File: src/rtl/keypad_emulator.sv
// ============================================================================
//  keypad_emulator
//  Emulates a 3x4 phone keypad behind a row-scanning controller: presses one
//  digit for HOLD_SCANS sweeps, then forces release for RELEASE_SCANS sweeps.
//  Optional feature macro: KEYPAD_EMULATOR_BOUNCE_EN (contact-bounce on press)
//  Revision: 1.0
// ============================================================================
`default_nettype none

module keypad_emulator #(
  parameter int HOLD_SCANS    = 4,
  parameter int RELEASE_SCANS = 2,
  parameter int BOUNCE_CYCLES = 8
) (
  input  logic       clk,
  input  logic       init,
  input  logic [3:0] rows,
  input  logic       key_valid,
  input  logic [3:0] key,
  output logic       key_ready,
  output logic [3:0] cols,
  output logic       busy,
  output logic       done,
  output logic       err
);

  localparam int c_MAX_SCANS = (HOLD_SCANS > RELEASE_SCANS) ? HOLD_SCANS : RELEASE_SCANS;
  localparam int c_CW        = $clog2(c_MAX_SCANS + 1);

  typedef enum logic [1:0] {
    ST_IDLE    = 2'd0,
    ST_PRESS   = 2'd1,
    ST_RELEASE = 2'd2
  } state_t;

  state_t          r_state;
  state_t          w_state_nxt;
  logic [c_CW-1:0] r_cnt;
  logic [c_CW-1:0] w_cnt_nxt;
  logic [c_CW-1:0] w_cnt_inc;
  logic [3:0]      r_key;
  logic [3:0]      r_rows;
  logic            r_done;
  logic            r_err;
  logic            w_key_ld;
  logic            w_done_nxt;
  logic            w_err_nxt;
  logic            w_boundary;
  logic [3:0]      w_key_row;
  logic [3:0]      w_key_col;
  logic            w_gate;

  // A sweep wraps when the last row is followed directly by the first row.
  assign w_boundary = (r_rows == 4'b1000) && (rows == 4'b0001);
  assign w_cnt_inc  = r_cnt + c_CW'(1);

  always_ff @(posedge clk) begin
    if (init) begin
      r_state <= ST_IDLE;
    end else begin
      r_state <= w_state_nxt;
    end
  end

  always_comb begin
    w_state_nxt = r_state;
    w_cnt_nxt   = r_cnt;
    w_key_ld    = 1'b0;
    w_done_nxt  = 1'b0;
    w_err_nxt   = 1'b0;
    case (r_state)
      ST_IDLE: begin
        if (key_valid) begin
          if (key <= 4'd9) begin
            w_key_ld    = 1'b1;
            w_cnt_nxt   = '0;
            w_state_nxt = ST_PRESS;
          end else begin
            w_err_nxt = 1'b1;
          end
        end
      end
      ST_PRESS: begin
        if (w_boundary) begin
          if (w_cnt_inc == c_CW'(HOLD_SCANS)) begin
            w_cnt_nxt   = '0;
            w_state_nxt = ST_RELEASE;
          end else begin
            w_cnt_nxt = w_cnt_inc;
          end
        end
      end
      ST_RELEASE: begin
        if (w_boundary) begin
          if (w_cnt_inc == c_CW'(RELEASE_SCANS)) begin
            w_cnt_nxt   = '0;
            w_done_nxt  = 1'b1;
            w_state_nxt = ST_IDLE;
          end else begin
            w_cnt_nxt = w_cnt_inc;
          end
        end
      end
      default: begin
        w_state_nxt = ST_IDLE;
      end
    endcase
  end

  always_ff @(posedge clk) begin
    if (init) begin
      r_cnt  <= '0;
      r_key  <= '0;
      r_rows <= '0;
      r_done <= 1'b0;
      r_err  <= 1'b0;
    end else begin
      r_cnt  <= w_cnt_nxt;
      r_rows <= rows;
      r_done <= w_done_nxt;
      r_err  <= w_err_nxt;
      if (w_key_ld) begin
        r_key <= key;
      end
    end
  end

  // Row that scans the latched digit and the column it answers on.
  always_comb begin
    w_key_row = 4'b0000;
    w_key_col = 4'b0000;
    case (r_key)
      4'd0: begin w_key_row = 4'b1000; w_key_col = 4'b0100; end
      4'd1: begin w_key_row = 4'b0001; w_key_col = 4'b1000; end
      4'd2: begin w_key_row = 4'b0001; w_key_col = 4'b0100; end
      4'd3: begin w_key_row = 4'b0001; w_key_col = 4'b0010; end
      4'd4: begin w_key_row = 4'b0010; w_key_col = 4'b1000; end
      4'd5: begin w_key_row = 4'b0010; w_key_col = 4'b0100; end
      4'd6: begin w_key_row = 4'b0010; w_key_col = 4'b0010; end
      4'd7: begin w_key_row = 4'b0100; w_key_col = 4'b1000; end
      4'd8: begin w_key_row = 4'b0100; w_key_col = 4'b0100; end
      4'd9: begin w_key_row = 4'b0100; w_key_col = 4'b0010; end
      default: begin w_key_row = 4'b0000; w_key_col = 4'b0000; end
    endcase
  end

`ifdef KEYPAD_EMULATOR_BOUNCE_EN
  localparam int c_BW = $clog2(BOUNCE_CYCLES + 2);

  logic [c_BW-1:0] r_bcnt;

  // Counts PRESS clocks; even counts below BOUNCE_CYCLES let the contact through.
  always_ff @(posedge clk) begin
    if (init) begin
      r_bcnt <= '0;
    end else if (w_key_ld) begin
      r_bcnt <= '0;
    end else if ((r_state == ST_PRESS) && (r_bcnt < c_BW'(BOUNCE_CYCLES))) begin
      r_bcnt <= r_bcnt + c_BW'(1);
    end
  end

  assign w_gate = (r_bcnt >= c_BW'(BOUNCE_CYCLES)) || !r_bcnt[0];
`else
  assign w_gate = 1'b1;
`endif

  assign cols      = ((r_state == ST_PRESS) && w_gate && (rows == w_key_row)) ? w_key_col : 4'b0000;
  assign key_ready = (r_state == ST_IDLE);
  assign busy      = (r_state == ST_PRESS) || (r_state == ST_RELEASE);
  assign done      = r_done;
  assign err       = r_err;

endmodule

`default_nettype wire

File: config.mk
export PLATFORM = sky130hd
export DESIGN_NAME = keypad_emulator
export DESIGN_NICKNAME = d
export VERILOG_FILES = /design/src/rtl/keypad_emulator.sv
export SDC_FILE = /design/constraint.sdc
export NUM_CORES = 1
export LEC_CHECK = 0
export ABC_AREA = 0
export BUFFER_PORTS_ARGS = -buffer_cell sky130_fd_sc_hd__buf_2
export CORE_MARGIN = 2
export CORE_UTILIZATION = 26
export CTS_BUF_LIST = sky130_fd_sc_hd__clkbuf_8
export DETAILED_ROUTE_END_ITERATION = 8
export HOLD_SLACK_MARGIN = 0.06
export PLACE_DENSITY = 0.44
export SLEW_MARGIN = 20
export SYNTH_ARGS = -nofsm -noshare
export SYNTH_HDL_FRONTEND = slang
export SYNTH_SLANG_ARGS = --single-unit
File: constraint.sdc
create_clock -name clk -period 6 [get_ports clk]
set_input_delay 0.3 -clock clk [delete_from_list [all_inputs] [get_ports clk]]
set_output_delay 0.3 -clock clk [all_outputs]
set_load 0.01 [all_outputs]
Yosys cells after proc, flatten, opt, wreduce, memory -nomap -nowiden:

Memories as Yosys holds them, arrays and structs flattened. A register that Yosys moved wholly into a read port is not among the register bits.
Index checks and enable logic that the tools add are counted.
Widths: inputs -> output; s select.

* input port bits: 11
* bits in registers: 15
* output and inout bits: 8
* ROM bits: 112
* memories: 1

* $lt $le $gt $ge: 1
* reduce and logical (&&, ||, !) cells: 9
* bitwise operators: 4
* mux-type cells: 22
* add/subtract/negate cells: 1
* eq/ne operators: 13

Memory list
* (no name shown): words 16, bits a word 7, rd ports 1, clocked after Yosys merged registers in 1, write ports 0, RTL line 132 `case (r_key)`

Operators by type and width (number)
* $mux 3: 6
* $mux 2: 6
* $mux 4: 3
* $ne 2x2->1 const B: 5
* $pmux 3 s3: 1
* $pmux 2 s3: 1
* $reduce_and 6->1: 1
* $reduce_or 3->1: 2
* $mux 1: 5
* $reduce_and 5->1: 1
* $eq 4x1->1 const B: 1
* $eq 4x4->1: 1
* $eq 4x4->1 const B: 1
* $le 4x4->1 const B: 1
* $not 1->1: 4
* $add 3x1->3 const B: 1
* $eq 3x2->1 const B: 1
* $eq 3x3->1 const B: 1
* $reduce_bool 3->1: 1
* $eq 2x1->1 const B: 1
* $eq 2x2->1 const B: 1
* $logic_and 1x1->1: 2
* $logic_not 2->1: 1
* $ne 2x1->1 const B: 1
* $logic_or 1x1->1: 1

Depth between registers and ports, before layout:

Gate-level depths: netlist (run 1).

* depth after elaboration: 6
* gate-level depth with buffers: 9

Worst setup path after synthesis (run 1):

OpenSTA, ideal clock, no wires.

* path kind: register to register
* start: register r_state[0]
* end: register w_key_col[1] (netlist name)
* path slack: 4.033 ns
* arrival: 1.840 ns
* cell stages (with the launch flop): 10
* required time: 5.873 ns
* clock period less this slack: 1.967 ns
* cells stage by stage: dfxtp_1 inv_1 ha_1 and2_1 a21bo_2 a21oi_1 inv_1 ha_1 mux2i_1 mux2i_1

* word-level cells in the longest chain between the ends: 4

Ends and longest elaborated chain
* from (decl): RTL line 36 `state_t r_state;`
* from (signal assigned): RTL line 61 `r_state <= w_state_nxt;`
* $logic_not 2->1
* via key_ready: RTL line 20 `output logic key_ready,`
* $mux 1: RTL line 71 `case (r_state)`
* $mux 4 (no line) (2 in series)

The timed path passes the listed nets, and every way through them passes these cells.
A chain may end at the register's enable or synchronous reset.

Worst setup path in the final report (run 1):

* start: register r_state[0]
* end: register w_key_col[1] (netlist name)

* word-level cells in the longest chain between the ends: 4

Ends and longest elaborated chain (RTL line)
* $logic_not 2->1: 71
* $mux 1: 71
* $mux 4 (no line) (2 in series)

Every way passes these cells.

==> insert_results.sql, run 1 <==
INSERT INTO impl_metrics (metric_group, metric, value, unit) VALUES
('run_status', 'status', 'finished, final reports clean', ''),
('global_routing', 'antenna_found_initial', '0', ''),
('floorplan', 'die_x', '72.3', 'um'),
('clock_network', 'cts.root.buffer_cell', 'clkbuf_8', ''),
('layout', 'final_layout_size_suffix_gt1_frac', '0.177', ''),
('floorplan', 'fp.dieH', '72.3', 'um'),
('synth', 'synth_top_cell_area_share', '0.364', ''),
('power', 'p_leak', '0.610', 'nW'),
('timing', 'fin_skew', '0.00384', 'ns'),
('layout', 'finalInstanceArea', '1390', 'um2'),
('placed_design', 'placed_area', '1350', 'um2'),
('global_routing', 'grt_max_degree', '16', ''),
('placed_design', 'io_buffer_count', '17', ''),
('critical_path', 'crit_end', 'w_key_col[1]$_DFF_P_', ''),
('clock_network', 'clk_latency', '0.26', 'ns'),
('global_routing', 'number_of_global_route_vias_before_repair', '892', ''),
('critical_path', 'crit-reg2reg-launch', 'r_state[0]$_SDFFE_PP0P_', ''),
('critical_path', 'crit_required', '6.14', 'ns'),
('layout', 'area_growth', '14.6', '%'),
('synth', 'ys_ff_latch', '22', ''),
('global_routing', 'grt_pass1_wl', '4170', 'um'),
('route', 'drt_pass1_iterations', '4', ''),
('timing', 'rsz0062_at_grt', 'no', ''),
('route', 'ant_nets', '0', ''),
('critical_path', 'crit_path_max_fanout', '6', ''),
('floorplan', 'io-pin-count', '19', ''),
('clock_network', 'cts_buffers', '3', ''),
('route', 'wl_per_cell', '12.3', 'um'),
('synth', 'area_contributors_post_synth', 'dfxtp_1, ha_1, mux2i_1', ''),
('synth', 'ys.warnings.count', '0', ''),
('timing', 'final_min_period_over_clock_period', '0.364', ''),
('critical_path', 'worstReg2RegEnd', 'w_key_col[1]$_DFF_P_', ''),
('critical_path', 'r2r.worst_path.cells', '9', ''),
('critical_path', 'timing_worst_setup_path_type', 'register to register', ''),
('timing', 'max_slew.worst_pin.slew', '0.550', 'ns'),
('synth', 'synth-edff-count', '0', ''),
('placed_design', 'finalWeightedCongestion', '0.740', ''),
('floorplan', 'initial_core_util', '0.274', ''),
('timing', 'maxClockFrequency', '0.458', 'GHz'),
('critical_path', 'worstSetupStartpoint', 'r_state[0]$_SDFFE_PP0P_', ''),
('timing', 'setup_total_neg_slack', '0', 'ns'),
('timing', 'final-hold-violation-count', '0', ''),
('global_routing', 'grt_use_total', '0.104', ''),
('synth', 'async_flop_share', '0', ''),
('synth', 'synthesis.area_per_instance', '9.32', 'um2'),
('synth', 'synth_sequential_area_ratio', '0.364', ''),
('global_routing', 'overflow', '0', ''),
('clock_network', 'cts_repair_resize_count', '0', ''),
('timing', 'worst_slew_margin_rel', '0.631', ''),
('run', 'maxCapViolCount', '0', ''),
('power', 'p_per_area', '302', 'nW/um2'),
('clock_network', 'cts_max_path_bufs', '2', ''),
('route', 'vias', '924', ''),
('synth', 'synth_most_common_cell', 'dfxtp_1', ''),
('critical_path', 'worst_setup_path_start_kind', 'register', ''),
('clock_network', 'post_cts.repair.setup_buffers', '0', ''),
('critical_path', 'timing.critical_path.arrival', '2.33', 'ns'),
('clock_network', 'tritoncts', 'built', ''),
('route', 'drt-initial-drc-count', '48', ''),
('synth', 'synth.distinct_cells', '41', ''),
('synth', 'postSynthCellCount', '130', ''),
('critical_path', 'crit_path_end_kind', 'register', ''),
('clock_network', 'cts_sinks', '22', ''),
('synth', 'synth_common_cells', 'dfxtp_1, ha_1, nand2_1', ''),
('clock_network', 'clock_pin_slew_of_the_registers_on_the_worst_case_setup_and_hold_paths', '0.08', 'ns'),
('synth', 'synth.largest_area_cell', 'dfxtp_1', ''),
('layout', 'layout.nets', '172', ''),
('placed_design', 'detailed_place_hpwl', '1950', 'um'),
('route', 'routed_via_density', '4.64', ''),
('clock_network', 'cts.htree.levels', '1', ''),
('critical_path', 'reg2reg_setup_slack', '3.81', 'ns');
area by class of cell:
type                    instances  area, um2  area share
clock buffers                   3       41.3      0.0298
repair buffers                 17       85.1      0.0613
flip-flops and latches         22        440       0.317
multi-input cells              96        722       0.520
well taps                      52       65.1      0.0469
inverters                       9       33.8      0.0243
flip-flops by register name (all words and copies together) (netlist names):
| signal | flops |
|---|---|
| err | 1 |
| w_key_row | 4 |
| r_cnt | 3 |
| done | 1 |
| r_state | 2 |
| w_key_col | 3 |
| r_rows | 4 |
| r_key | 4 |
logic make-up (layout without fill, tap and decap cells):
logic type | Yosys count | count (layout) | synth area share
fa+ha+maj | 12 | 12 | 0.124
flops | 22 | 22 | 0.364
buf+inv | 12 | 29 | 0.0403
compound gates | 28 | 28 | 0.161
other cells | 1 | 1 | 0.00310
simple gates | 45 | 45 | 0.230
mux | 5 | 5 | 0.0413
xor+xnor | 5 | 5 | 0.0362
stage by stage:
step | hold WS (ns) | worst slack, ns | cells | utilization | power, mW
2_1_floorplan | 0.428 | 4.03 | 130 | - | 0.290
3_3_place_gp | 0.463 | 3.90 | 196 | 0.305 | 0.331
3_5_place_dp | 0.488 | 3.84 | 196 | 0.305 | 0.332
4_1_cts | 0.294 | 3.81 | 199 | 0.314 | 0.426
5_1_grt | 0.308 | 3.60 | 199 | 0.314 | 0.451
6_report | 0.296 | 3.81 | 199 | 0.314 | 0.419
placed cells by master, fill, tap and decap left out, types with 3 or more instances in the layout:
cell and instances:
nor3_1 4, nand3_1 4, buf_2 17, mux2i_1 5, and2_1 6, o21ai_0 3
nand2_1 12, a21oi_1 6, nor2b_1 6, inv_1 8, xor2_1 3, ha_1 12
dfxtp_1 22, clkbuf_8 3
metal layers:
| layer | up-vias | part of all wire | GRT usage |
|---|---|---|---|
| met4 | 0 | 0.0069 | 0.0314 |
| met3 | 2 | 0.046 | 0.0319 |
| met1 | 412 | 0.51 | 0.138 |
| met5 | - | 0 | 0 |
| met2 | 15 | 0.44 | 0.160 |
| li1 | 495 | - | - |
critical path: stages, from the launching register on:
cell and delay (ns):
dfxtp_1 0.37, inv_1 0.09, ha_1 0.26, and2_1 0.18, a21bo_2 0.23, a21oi_1 0.38
inv_1 0.12, ha_1 0.21, mux2i_1 0.14, mux2i_1 0.08
how the worst min path moves through the flow:
stage / to / start / slack (ns) / depth (start not counted)
final: r_rows[0]$_SDFF_PP0_ / rows[0] / 0.30 / 2
after detailed placement: r_state[0]$_SDFFE_PP0P_ / r_state[0]$_SDFFE_PP0P_ / 0.49 / 2
after global placement: r_state[0]$_SDFFE_PP0P_ / r_state[0]$_SDFFE_PP0P_ / 0.46 / 2
after CTS: r_rows[0]$_SDFF_PP0_ / rows[0] / 0.29 / 2
after global routing: r_rows[0]$_SDFF_PP0_ / rows[0] / 0.31 / 2
after floorplan: r_rows[0]$_SDFF_PP0_ / rows[0] / 0.43 / 1
power by group:
group | total, mW | internal [mW] | switching [mW] | leakage [nW]
Sequential | 0.177 | 0.167 | 0.00960 | 0.181
Clock | 0.0909 | 0.0448 | 0.0461 | 0.0216
Combinational | 0.152 | 0.0593 | 0.0923 | 0.408
Note: power is estimated with default switching activity, not from simulation.
==> run 2: changes to the inputs <==
--- a/config.mk
+++ b/config.mk
@@ -12,7 +12,7 @@
 export CTS_BUF_LIST = sky130_fd_sc_hd__clkbuf_8
 export DETAILED_ROUTE_END_ITERATION = 8
 export HOLD_SLACK_MARGIN = 0.06
-export PLACE_DENSITY = 0.44
+export PLACE_DENSITY = 0.45
 export SLEW_MARGIN = 20
 export SYNTH_ARGS = -nofsm -noshare
 export SYNTH_HDL_FRONTEND = slang
==> constraint.sdc (replaced) <==
create_clock -name clk -period 1.8 [get_ports clk]
set_input_delay 0.09 -clock clk [delete_from_list [all_inputs] [get_ports clk]]
set_output_delay 0.09 -clock clk [all_outputs]
set_load 0.01 [all_outputs]
==> run 2 against run 1 <==
Utilization grew 6.5 points. Clock-buffer cell count did not move. Worst hold slack got worse by 0.22 ns. Sequential power rose to 3.3 times the previous value. Final area increased by 21%. Total power increased to 4.4 times the previous value. Global-route usage is 0.55 points higher. Flip-flop and latch count is the same. Clock power grew to 5.1 times the previous value. Via count up 9.7%. Sequential share of layout area down 5.3 points.
==> insert_results.sql, run 2 (synthesis results as in run 1) <==
INSERT INTO impl_metrics (metric_group, metric, value, unit) VALUES
('floorplan', 'design.die.area', '5220', 'um2'),
('timing', 'final-hold-violation-count', '0', ''),
('critical_path', 'crit-reg2reg-launch', 'r_state[1]$_SDFFE_PP0P_', ''),
('layout', 'final_core_utilization', '0.379', ''),
('critical_path', 'crit_path_frequent_cell', 'ha_4', ''),
('critical_path', 'crit_path_cells', 'inv_4, ha_4, and2_4, a21bo_4, a21oi_4, buf_6, ha_4, nor2_1, o31ai_1', ''),
('floorplan', 'io-pin-count', '19', ''),
('clock_network', 'cts_sinks', '22', ''),
('layout', 'antenna-diode-count', '0', ''),
('timing', 'drv_slew', '0', ''),
('power', 'p_per_area', '1110', 'nW/um2'),
('global_routing', 'number_of_global_route_vias_before_repair', '1002', ''),
('layout', 'most_frequent_cells_in_the_layout', 'dfxtp_1, buf_2, buf_4, nand2_1, ha_1', ''),
('route', 'drt-initial-drc-count', '27', ''),
('timing', 'maxClockFrequency', '0.564', 'GHz'),
('critical_path', 'worst_path_max_delay_cell', 'dfxtp_2', ''),
('global_routing', 'grt_use_total', '0.109', ''),
('global_routing', 'antenna_found_initial', '0', ''),
('layout', 'area_growth', '38.1', '%'),
('critical_path', 'crit_path_max_fanout', '4', ''),
('route', 'wl_per_cell', '12.4', 'um'),
('global_routing', 'grt_pass1_wl', '4470', 'um'),
('timing', 'finalCriticalPeriod', '1.77', 'ns'),
('power', 'ir_drop', '406', 'uV'),
('timing', 'worst_slack', '0.0272', 'ns'),
('critical_path', 'worstReg2RegEnd', 'w_key_col[2]$_DFF_P_', ''),
('worst_hold_path', 'hp-class', 'input pin to register', ''),
('layout', 'layout.nets', '191', ''),
('route', 'detail_route.wirelength', '2710', 'um'),
('placed_design', 'worst_case_setup_slack_after_placement', '-0.0929', 'ns'),
('route', 'vias', '1014', ''),
('clock_network', 'cts.htree.levels', '1', ''),
('route', 'drc_errors', '0', ''),
('critical_path', 'crit_end', 'w_key_col[2]$_DFF_P_', ''),
('placed_design', 'io_buffer_count', '17', ''),
('run_status', 'status', 'finished, final reports clean', ''),
('clock_network', 'holdBufCountCts', '0', ''),
('route', 'routed_via_density', '4.63', ''),
('floorplan', 'core.rowCount', '24', ''),
('critical_path', 'timing.critical_path.arrival', '1.95', 'ns'),
('placed_design', 'finalWeightedCongestion', '0.748', ''),
('critical_path', 'r2r.worst_path.cells', '9', ''),
('timing', 'final_min_period_over_clock_period', '0.985', ''),
('critical_path', 'worstSetupStartpoint', 'r_state[1]$_SDFFE_PP0P_', ''),
('layout', 'finalInstanceArea', '1670', 'um2'),
('layout', 'final_layout_size_suffix_gt1_frac', '0.419', ''),
('timing', 'finalSetupViolCount', '0', ''),
('placed_design', 'placed_area', '1470', 'um2'),
('global_routing', 'grt_max_degree', '14', ''),
('critical_path', 'crit_path_max_incr_delay', '0.36', 'ns'),
('clock_network', 'cts_max_path_bufs', '2', ''),
('timing', 'fin_hold_ws', '0.0793', 'ns'),
('clock_network', 'cts.root.buffer_cell', 'clkbuf_8', ''),
('placed_design', 'detailed_place_hpwl', '2080', 'um'),
('timing', 'worst_slew_margin_rel', '0.626', ''),
('power', 'design_power_total', '1.85', 'mW'),
('timing', 'max_slew.worst_pin.slew', '0.559', 'ns'),
('power', 'p_leak', '0.726', 'nW'),
('critical_path', 'crit_path_end_kind', 'register', ''),
('critical_path', 'crit_required', '1.97', 'ns'),
('global_routing', 'overflow', '0', ''),
('critical_path', 'worst_setup_path_start_kind', 'register', ''),
('floorplan', 'floorplan.core_area', '4410', 'um2'),
('floorplan', 'initial_core_util', '0.274', ''),
('clock_network', 'clk_latency', '0.26', 'ns'),
('floorplan', 'die_x', '72.3', 'um'),
('clock_network', 'clock_pin_slew_of_the_registers_on_the_worst_case_setup_and_hold_paths', '0.08', 'ns'),
('run', 'maxCapViolCount', '0', ''),
('layout', 'layout.cells.most_common', 'dfxtp_1', ''),
('clock_network', 'tritoncts', 'built', ''),
('timing', 'fin_skew', '0.00133', 'ns'),
('critical_path', 'timing_worst_setup_path_type', 'register to register', ''),
('floorplan', 'fp.dieH', '72.3', 'um'),
('route', 'ant_nets', '0', ''),
('route', 'drt_pass1_iterations', '4', ''),
('critical_path', 'reg2reg_setup_slack', '0.03', 'ns'),
('layout', 'filler_cell_count', '452', ''),
('clock_network', 'cts_buffers', '3', '');
run 2: timing repair:
| item | CTS | global route |
|---|---|---|
| resized for setup | 6 | 23 |
| setup buffers | 0 | 4 |
| setup endpoints to repair | 8 | 14 |
| pin swaps | 3 | 5 |
| hold endpoints to repair | 0 | 0 |
run 2: metal layers:
layer | vias to the layer above | wire length [um] | global-route usage
met4 | 0 | 34 | 0.0503
li1 | 528 | - | -
met2 | 17 | 1310 | 0.178
met3 | 4 | 118 | 0.0264
met1 | 465 | 1240 | 0.135
met5 | - | 0 | 0
run 2: critical path: cells and delay by family, from the launching register on:
family / cells / cell delay (ns)
buffers and inverters: 2 / 0.18
DFF: 1 / 0.36
AOI/OAI and AO/OA: 3 / 0.68
adders and majority gates: 2 / 0.27
and+or+nand+nor: 2 / 0.19
run 2: layout make-up:
class	instances	area (um2)	share of cell area
repair buffers	36	235	0.141
clock inverters	1	30.0	0.0180
multi-input cells	96	822	0.491
flip-flops and latches	22	443	0.265
inverters	9	36.3	0.0217
well taps	52	65.1	0.0389
clock buffers	3	41.3	0.0247
run 2: worst min-delay path by stage:
| stage | startpoint | end | slack [ns] | depth (start not counted) |
|---|---|---|---|---|
| 2_1_floorplan | rows[0] | r_rows[0]$_SDFF_PP0_ | 0.22 | 1 |
| 6_report | rows[0] | r_rows[0]$_SDFF_PP0_ | 0.08 | 2 |
| 3_3_place_gp | rows[0] | r_rows[0]$_SDFF_PP0_ | 0.36 | 2 |
| 4_1_cts | rows[0] | r_rows[0]$_SDFF_PP0_ | 0.08 | 2 |
| 3_5_place_dp | rows[0] | r_rows[0]$_SDFF_PP0_ | 0.37 | 2 |
| 5_1_grt | rows[0] | r_rows[0]$_SDFF_PP0_ | 0.09 | 2 |
run 2: power by group:
part           total [mW]  internal, mW  switching [mW]  leakage [nW]
clock network       0.464         0.297           0.167        0.0357
logic               0.796         0.416           0.379         0.509
registers           0.592         0.560          0.0317         0.181
run 2: metrics by stage:
stage	std cells	setup TNS [ns]
after floorplan	130	-0.0355
after global placement	211	-0.0149
after detailed placement	211	-0.185
after CTS	215	0
after global routing	219	-0.0853
final	219	0
